===== config.mk =====
export PLATFORM = sky130hd
export DESIGN_NAME = adc_mic_responder_flat
export DESIGN_NICKNAME = d
export VERILOG_FILES = /design/src/rtl/adc_mic_responder_if.sv /design/src/rtl/adc_mic_responder.sv /design/src/flat_wrapper.sv
export SDC_FILE = /design/constraint.sdc
export NUM_CORES = 1
export LEC_CHECK = 0
export BUFFER_PORTS_ARGS = -buffer_cell sky130_fd_sc_hd__buf_2
export CAP_MARGIN = 20
export CORE_MARGIN = 2
export CORE_UTILIZATION = 33
export DETAILED_ROUTE_END_ITERATION = 8
export SLEW_MARGIN = 20
export SYNTH_ARGS = -nofsm -noshare
export SYNTH_HDL_FRONTEND = slang
export SYNTH_SLANG_ARGS = --single-unit

===== constraint.sdc =====
create_clock -name clk -period 2.9 [get_ports clk]
set_input_delay 0.29 -clock clk [delete_from_list [all_inputs] [get_ports clk]]
set_output_delay 0.29 -clock clk [all_outputs]
set_load 0.02 [all_outputs]

===== src/rtl/adc_mic_responder_if.sv =====
// Bundle of the sample-stream handshake, the 3-wire mic-ADC link and the frame status
// strobes between a stream/master side and the ADC-emulating responder.
interface adc_mic_responder_if #(
  parameter int DATA_W = 12
);
  logic              adc_cs;
  logic              adc_clk;
  logic              adc_sd;
  logic [DATA_W-1:0] in_data;
  logic              in_valid;
  logic              in_ready;
  logic              busy;
  logic              frame_done;
  logic              underrun;

  modport master (
    output adc_cs, adc_clk, in_data, in_valid,
    input  adc_sd, in_ready, busy, frame_done, underrun
  );

  modport slave (
    input  adc_cs, adc_clk, in_data, in_valid,
    output adc_sd, in_ready, busy, frame_done, underrun
  );
endinterface


===== src/rtl/adc_mic_responder.sv =====
// Device-side end of the 3-wire mic-ADC link: frames stream samples as ADCS7476-style
// words and shifts them onto sd under the master's oversampled cs/clk.
module adc_mic_responder #(
  parameter int                DATA_W       = 12,
  parameter int                LEAD_BITS    = 4,
  parameter logic [DATA_W-1:0] RESET_SAMPLE = '0
) (
  input  logic                 clk,
  input  logic                 reset_n,
  adc_mic_responder_if.slave   link
);

  localparam int FRAME_BITS = LEAD_BITS + DATA_W;
  localparam int CNT_W      = (FRAME_BITS > 1) ? $clog2(FRAME_BITS) : 1;

  typedef enum logic [1:0] {
    IDLE  = 2'd0,
    SHIFT = 2'd1,
    TAIL  = 2'd2
  } state_t;

  logic [2:0]            csSync_q;
  logic [2:0]            sclkSync_q;
  state_t                state_q;
  logic                  holdFull_q;
  logic [DATA_W-1:0]     holdData_q;
  logic [DATA_W-1:0]     lastSample_q;
  logic [FRAME_BITS-1:0] shift_q;
  logic [CNT_W-1:0]      bitCnt_q;
  logic                  sd_q;
  logic                  frameDone_q;
  logic                  underrun_q;

  logic                  csFall;
  logic                  csRise;
  logic                  sclkFall;
  logic                  startFrame;
  logic                  starved;
  logic [DATA_W-1:0]     startSample_d;
  logic [FRAME_BITS-1:0] frameWord_d;

  // Bits [1:0] are the synchroniser, bit [2] is the delayed copy used for edge detection.
  always_ff @(posedge clk or negedge reset_n) begin
    if (!reset_n) begin
      csSync_q   <= '0;
      sclkSync_q <= '0;
    end else begin
      csSync_q   <= {csSync_q[1:0], link.adc_cs};
      sclkSync_q <= {sclkSync_q[1:0], link.adc_clk};
    end
  end

  assign csFall   =  csSync_q[2]   & ~csSync_q[1];
  assign csRise   = ~csSync_q[2]   &  csSync_q[1];
  assign sclkFall =  sclkSync_q[2] & ~sclkSync_q[1];

  assign startFrame = (state_q == IDLE) && csFall;

  always_comb begin
    startSample_d = lastSample_q;
    starved       = 1'b0;
    if (holdFull_q) begin
      startSample_d = holdData_q;
    end else if (link.in_valid) begin
      startSample_d = link.in_data;
    end else begin
      starved = 1'b1;
    end
    frameWord_d = FRAME_BITS'(startSample_d);
  end

  // The last data bit stays on sd after entering TAIL so the master can still sample it on
  // its final rising edge; the next sclk fall or cs rise returns sd to 0.
  always_ff @(posedge clk or negedge reset_n) begin
    if (!reset_n) begin
      state_q      <= IDLE;
      holdFull_q   <= 1'b0;
      holdData_q   <= '0;
      lastSample_q <= RESET_SAMPLE;
      shift_q      <= '0;
      bitCnt_q     <= '0;
      sd_q         <= 1'b0;
      frameDone_q  <= 1'b0;
      underrun_q   <= 1'b0;
    end else begin
      frameDone_q <= 1'b0;
      underrun_q  <= 1'b0;

      if (startFrame && holdFull_q) begin
        holdFull_q <= 1'b0;
      end else if (!startFrame && link.in_valid && !holdFull_q) begin
        holdFull_q <= 1'b1;
        holdData_q <= link.in_data;
      end

      if (csRise) begin
        state_q <= IDLE;
        sd_q    <= 1'b0;
      end else begin
        case (state_q)
          IDLE: begin
            sd_q <= 1'b0;
            if (csFall) begin
              state_q      <= SHIFT;
              shift_q      <= frameWord_d;
              bitCnt_q     <= '0;
              sd_q         <= frameWord_d[FRAME_BITS-1];
              lastSample_q <= startSample_d;
              underrun_q   <= starved;
            end
          end
          SHIFT: begin
            if (sclkFall) begin
              shift_q  <= shift_q << 1;
              bitCnt_q <= bitCnt_q + CNT_W'(1);
              sd_q     <= shift_q[FRAME_BITS-2];
              if (bitCnt_q == CNT_W'(FRAME_BITS - 2)) begin
                frameDone_q <= 1'b1;
                state_q     <= TAIL;
              end
            end
          end
          TAIL: begin
            if (sclkFall) begin
              sd_q <= 1'b0;
            end
          end
          default: begin
            state_q <= IDLE;
            sd_q    <= 1'b0;
          end
        endcase
      end
    end
  end

  assign link.adc_sd     = sd_q;
  assign link.in_ready   = !holdFull_q;
  assign link.busy       = (state_q != IDLE);
  assign link.frame_done = frameDone_q;
  assign link.underrun   = underrun_q;

endmodule

===== src/flat_wrapper.sv =====
// flat-port wrapper written by rule: the top's interface ports become plain ports
module adc_mic_responder_flat 
#(
  parameter int                DATA_W       = 12,
  parameter int                LEAD_BITS    = 4,
  parameter logic [DATA_W-1:0] RESET_SAMPLE = '0
)
  (clk, reset_n, link_adc_cs, link_adc_clk, link_in_data, link_in_valid, link_adc_sd, link_in_ready, link_busy, link_frame_done, link_underrun);
  adc_mic_responder_if #(.DATA_W(DATA_W)) link_i ();
  input  logic clk;
  input  logic reset_n;
  input wire logic [$bits(link_i.adc_cs)-1:0] link_adc_cs;
  input wire logic [$bits(link_i.adc_clk)-1:0] link_adc_clk;
  input wire logic [$bits(link_i.in_data)-1:0] link_in_data;
  input wire logic [$bits(link_i.in_valid)-1:0] link_in_valid;
  output wire logic [$bits(link_i.adc_sd)-1:0] link_adc_sd;
  output wire logic [$bits(link_i.in_ready)-1:0] link_in_ready;
  output wire logic [$bits(link_i.busy)-1:0] link_busy;
  output wire logic [$bits(link_i.frame_done)-1:0] link_frame_done;
  output wire logic [$bits(link_i.underrun)-1:0] link_underrun;
  assign link_i.adc_cs = link_adc_cs;
  assign link_i.adc_clk = link_adc_clk;
  assign link_i.in_data = link_in_data;
  assign link_i.in_valid = link_in_valid;
  assign link_adc_sd = link_i.adc_sd;
  assign link_in_ready = link_i.in_ready;
  assign link_busy = link_i.busy;
  assign link_frame_done = link_i.frame_done;
  assign link_underrun = link_i.underrun;
  adc_mic_responder #(.DATA_W(DATA_W), .LEAD_BITS(LEAD_BITS), .RESET_SAMPLE(RESET_SAMPLE)) u_core (.clk(clk), .reset_n(reset_n), .link(link_i));
endmodule

==> impl_metrics.py <==
metrics = {
    "yosys": {
        "ys_seq_area_share_pct": 55.0,
        "ys_seq_elements": 55,
        "syn_inst": 215,
        "synth_area_sq_mm": 0.00250,
        "syn-num-nets": 234,
        "synth_top_area_share_pct": 55.0,
        "synth-edff-count": 0,
        "synth_area_leaders": "dfrtp_1 55%, mux2_2 15%, nand2_1 5.5%",
        "synth_top_cell_by_area": "dfrtp_1",
        "synth_cell_types": 31,
        "postSynth.asyncResetShare_pct": 100,
        "yosysWarnings": 0,
        "synthFlopType": "dfrtp_1",
        "syn_area_per_cell_sq_um": 11.6,
    },
    "critical_path": {
        "cp.depth": 4,
        "cp_max_fo": 26,
        "reg2reg_depth": 4,
        "required_ns": 3.13,
        "start_kind": "flip-flop",
        "slowest_stage": "dfrtp_1",
        "slowest_delay_ns": 0.51,
        "r2r_setup_slack_ns": 1.0,
        "endpoint_kind": "flip-flop",
        "arrival_ns": 2.14,
        "path_buf_inv": 0,
        "cp_top_family": "simple AND/OR/NAND/NOR gates",
        "critical_path.cell_chain": "nor4b_4, a41oi_4, or3_1, a21oi_1",
        "critPathKind": "reg -> reg",
    },
    "clock_tree": {
        "clk_latency_ns": 0.30,
        "cts.sink_count": 55,
        "cts_tree": "done",
        "post_cts_resized": 0,
        "cts_buffers": 5,
        "htreeDepth": 2,
        "root_buffer": "clkbuf_8",
        "clk_pin_slew_worst_paths_ns": 0.10,
        "clk_path_buf_depth": 2,
    },
    "detailed_routing": {
        "drt_first_pass_iters": 4,
        "viasPerCell": 4.67,
        "drcViolationCount": 0,
        "wirelength_mm": 4.73,
        "detail-route-antenna-nets": 0,
        "vias": 1570,
        "first_iter_violations": 100,
        "routedWlPerCell_um": 14.1,
    },
    "floorplan": {
        "initial_core_util_pct": 34.3,
        "die_width_um": 91.1,
        "coreArea_sq_mm": 0.00729,
        "die_y_um": 91.1,
        "die_area_sq_mm": 0.00830,
        "io_pins": 22,
        "num_rows": 31,
    },
    "power": {
        "internal_power_w": 0.00149,
        "swShare_pct": 30.2,
        "cellLeakagePower_nw": 1.24,
        "power_frac_seq_pct": 54.2,
        "ir_drop_v": 0.000329,
        "powerDensity_mw_per_mm2": 762,
        "p_clk_share_pct": 20.8,
        "comb_power_share_pct": 25.1,
        "p_switching_w": 0.000644,
    },
    "grt": {
        "grt_pass1_vias": 1599,
        "grt_max_degree": 27,
        "antenna_found_initial": 0,
        "grt_pass1_wl_mm": 8.08,
        "grt_overflow": 0,
        "grt_usage_pct": 12.1,
    },
    "cells_and_area": {
        "area_growth_pct": 11.9,
        "fillers": 760,
        "diodes": 0,
        "nNetsFinal": 255,
        "drive_gt1_share_pct": 30.8,
        "final_util_pct": 38.4,
    },
    "placement": {
        "dp_hpwl_mm": 3.18,
        "port_buffers": 21,
        "pre_cts_ws_ns": 1.00,
        "gp_congestion": 0.780,
    },
    "timing": {
        "hold_viol": 0,
        "fin_setup_tns_ns": 0,
        "maxSlewViolCount": 0,
        "clock.fmax_mhz": 525,
        "fin_crit_sh_pct": 65.7,
        "min_period_ns": 1.90,
        "finalSetupViolCount": 0,
        "setup_slack_ns": 0.995,
        "tightest_slew_ns": 0.796,
        "slew_headroom_pct": 46.7,
        "rsz0062_at_grt": "false",
        "final.setup_skew_ns": 0.00913,
    },
    "run_status": {
        "outcome": "finished, final reports clean",
    },
    "worst_hold_path": {
        "worstHoldPathCells": 1,
        "hold_path.class": "in -> reg",
    },
    "flow_run": {
        "maxCapViolations": 0,
    },
}
[logic make-up (layout without fill, tap and decap cells)]
family,count (synthesis),after routing,synth area share [%]
simple gates,59,59,11.5
flops,55,55,55.0
mux,47,47,20.5
compound gates,36,36,8.70
buf+inv,16,38,3.35
fa+ha+maj,2,2,0.999
[cell usage in the layout (no fill, tap or decap), types with 2 or more instances in the layout]
cell / instances
inv_1: 3
nand2_1: 37
nor2b_1: 3
mux2_2: 34
clkbuf_8: 6
buf_4: 4
ha_1: 2
buf_2: 21
nor2_1: 5
or3_1: 2
nand2b_1: 3
o21ai_0: 27
a21oi_1: 2
mux2i_1: 13
dfrtp_1: 55
nor3_1: 3
[cell usage after synthesis (all sizes together) (2+ instances only)]
| master | number |
|---|---|
| a21oi | 2 |
| buf | 7 |
| clkbuf | 5 |
| dfrtp | 55 |
| ha | 2 |
| inv | 4 |
| mux2 | 34 |
| mux2i | 13 |
| nand2 | 37 |
| nand2b | 3 |
| nor2 | 5 |
| nor2b | 3 |
| nor3 | 3 |
| o21ai | 27 |
| or3 | 2 |
[stage by stage]
| step | cell area (sq um) | power, W | hold WS, ns | instances |
|---|---|---|---|---|
| finish | 2800 | 0.00213 | 0.0890 | 336 |
| global route | 2800 | 0.00230 | 0.0763 | 336 |
| CTS | 2800 | 0.00217 | 0.0821 | 336 |
| detailed placement | 2690 | 0.00172 | 0.205 | 327 |
| global placement | 2690 | 0.00168 | 0.201 | 327 |
| floorplan | 2500 | 0.00157 | -0.00559 | 215 |
[area by class of cell]
type                            instances  area (sq um)  share of cell area (%)
Clock buffer                            6          82.6                    2.95
Clock inverter                          2          16.3                   0.580
Inverter                                4          15.0                   0.536
Multi-Input combinational cell        144          1040                    37.2
Sequential cell                        55          1380                    49.1
Tap cell                               99           124                    4.42
Timing Repair Buffer                   26           145                    5.18
[worst paths after layout]
kind,start,end
min in group asynchronous,reset_n,u_core.shift_q[13]
worst min register to register,u_core.csSync_q[0],u_core.csSync_q[1]
worst max register to register,u_core.state_q[0],u_core.bitCnt_q[3]
worst min-delay path,link_adc_clk,u_core.sclkSync_q[0]
worst max-delay path,u_core.state_q[0],u_core.bitCnt_q[3]
max in group asynchronous,reset_n,u_core.shift_q[11]
[per-layer routing]
metal  GRT usage [%]  part of all wire, %
met1            17.1                   50
met2            19.0                   46
met3            2.49                  2.8
met4            3.41                  1.2
met5               0                    0
[power groups by stage]
stage | combinational [W] | sequential [W] | clock (W)
floorplan | 0.000445 | 0.00113 | 0
global placement | 0.000523 | 0.00116 | 0
detailed placement | 0.000545 | 0.00117 | 0
CTS | 0.000547 | 0.00116 | 0.000462
global route | 0.000618 | 0.00119 | 0.000488
finish | 0.000535 | 0.00116 | 0.000443
[registers in the layout, indices dropped and copies added (netlist names)]
signal / cells
u_core.shift_q: 15
u_core.link.frame_done: 1
u_core.lastSample_q: 12
u_core.holdFull_q: 1
u_core.link.underrun: 1
u_core.bitCnt_q: 4
u_core.csSync_q: 3
u_core.sclkSync_q: 3
u_core.state_q: 2
u_core.link.adc_sd: 1
u_core.holdData_q: 12
[timing repair]
action,in CTS,in global routing
setup buffers,0,0
endpoints found under the setup margin,0,0
hold buffers,1,0
hold endpoints to repair,11,0
No activity file was read; power rests on OpenSTA's default activity.
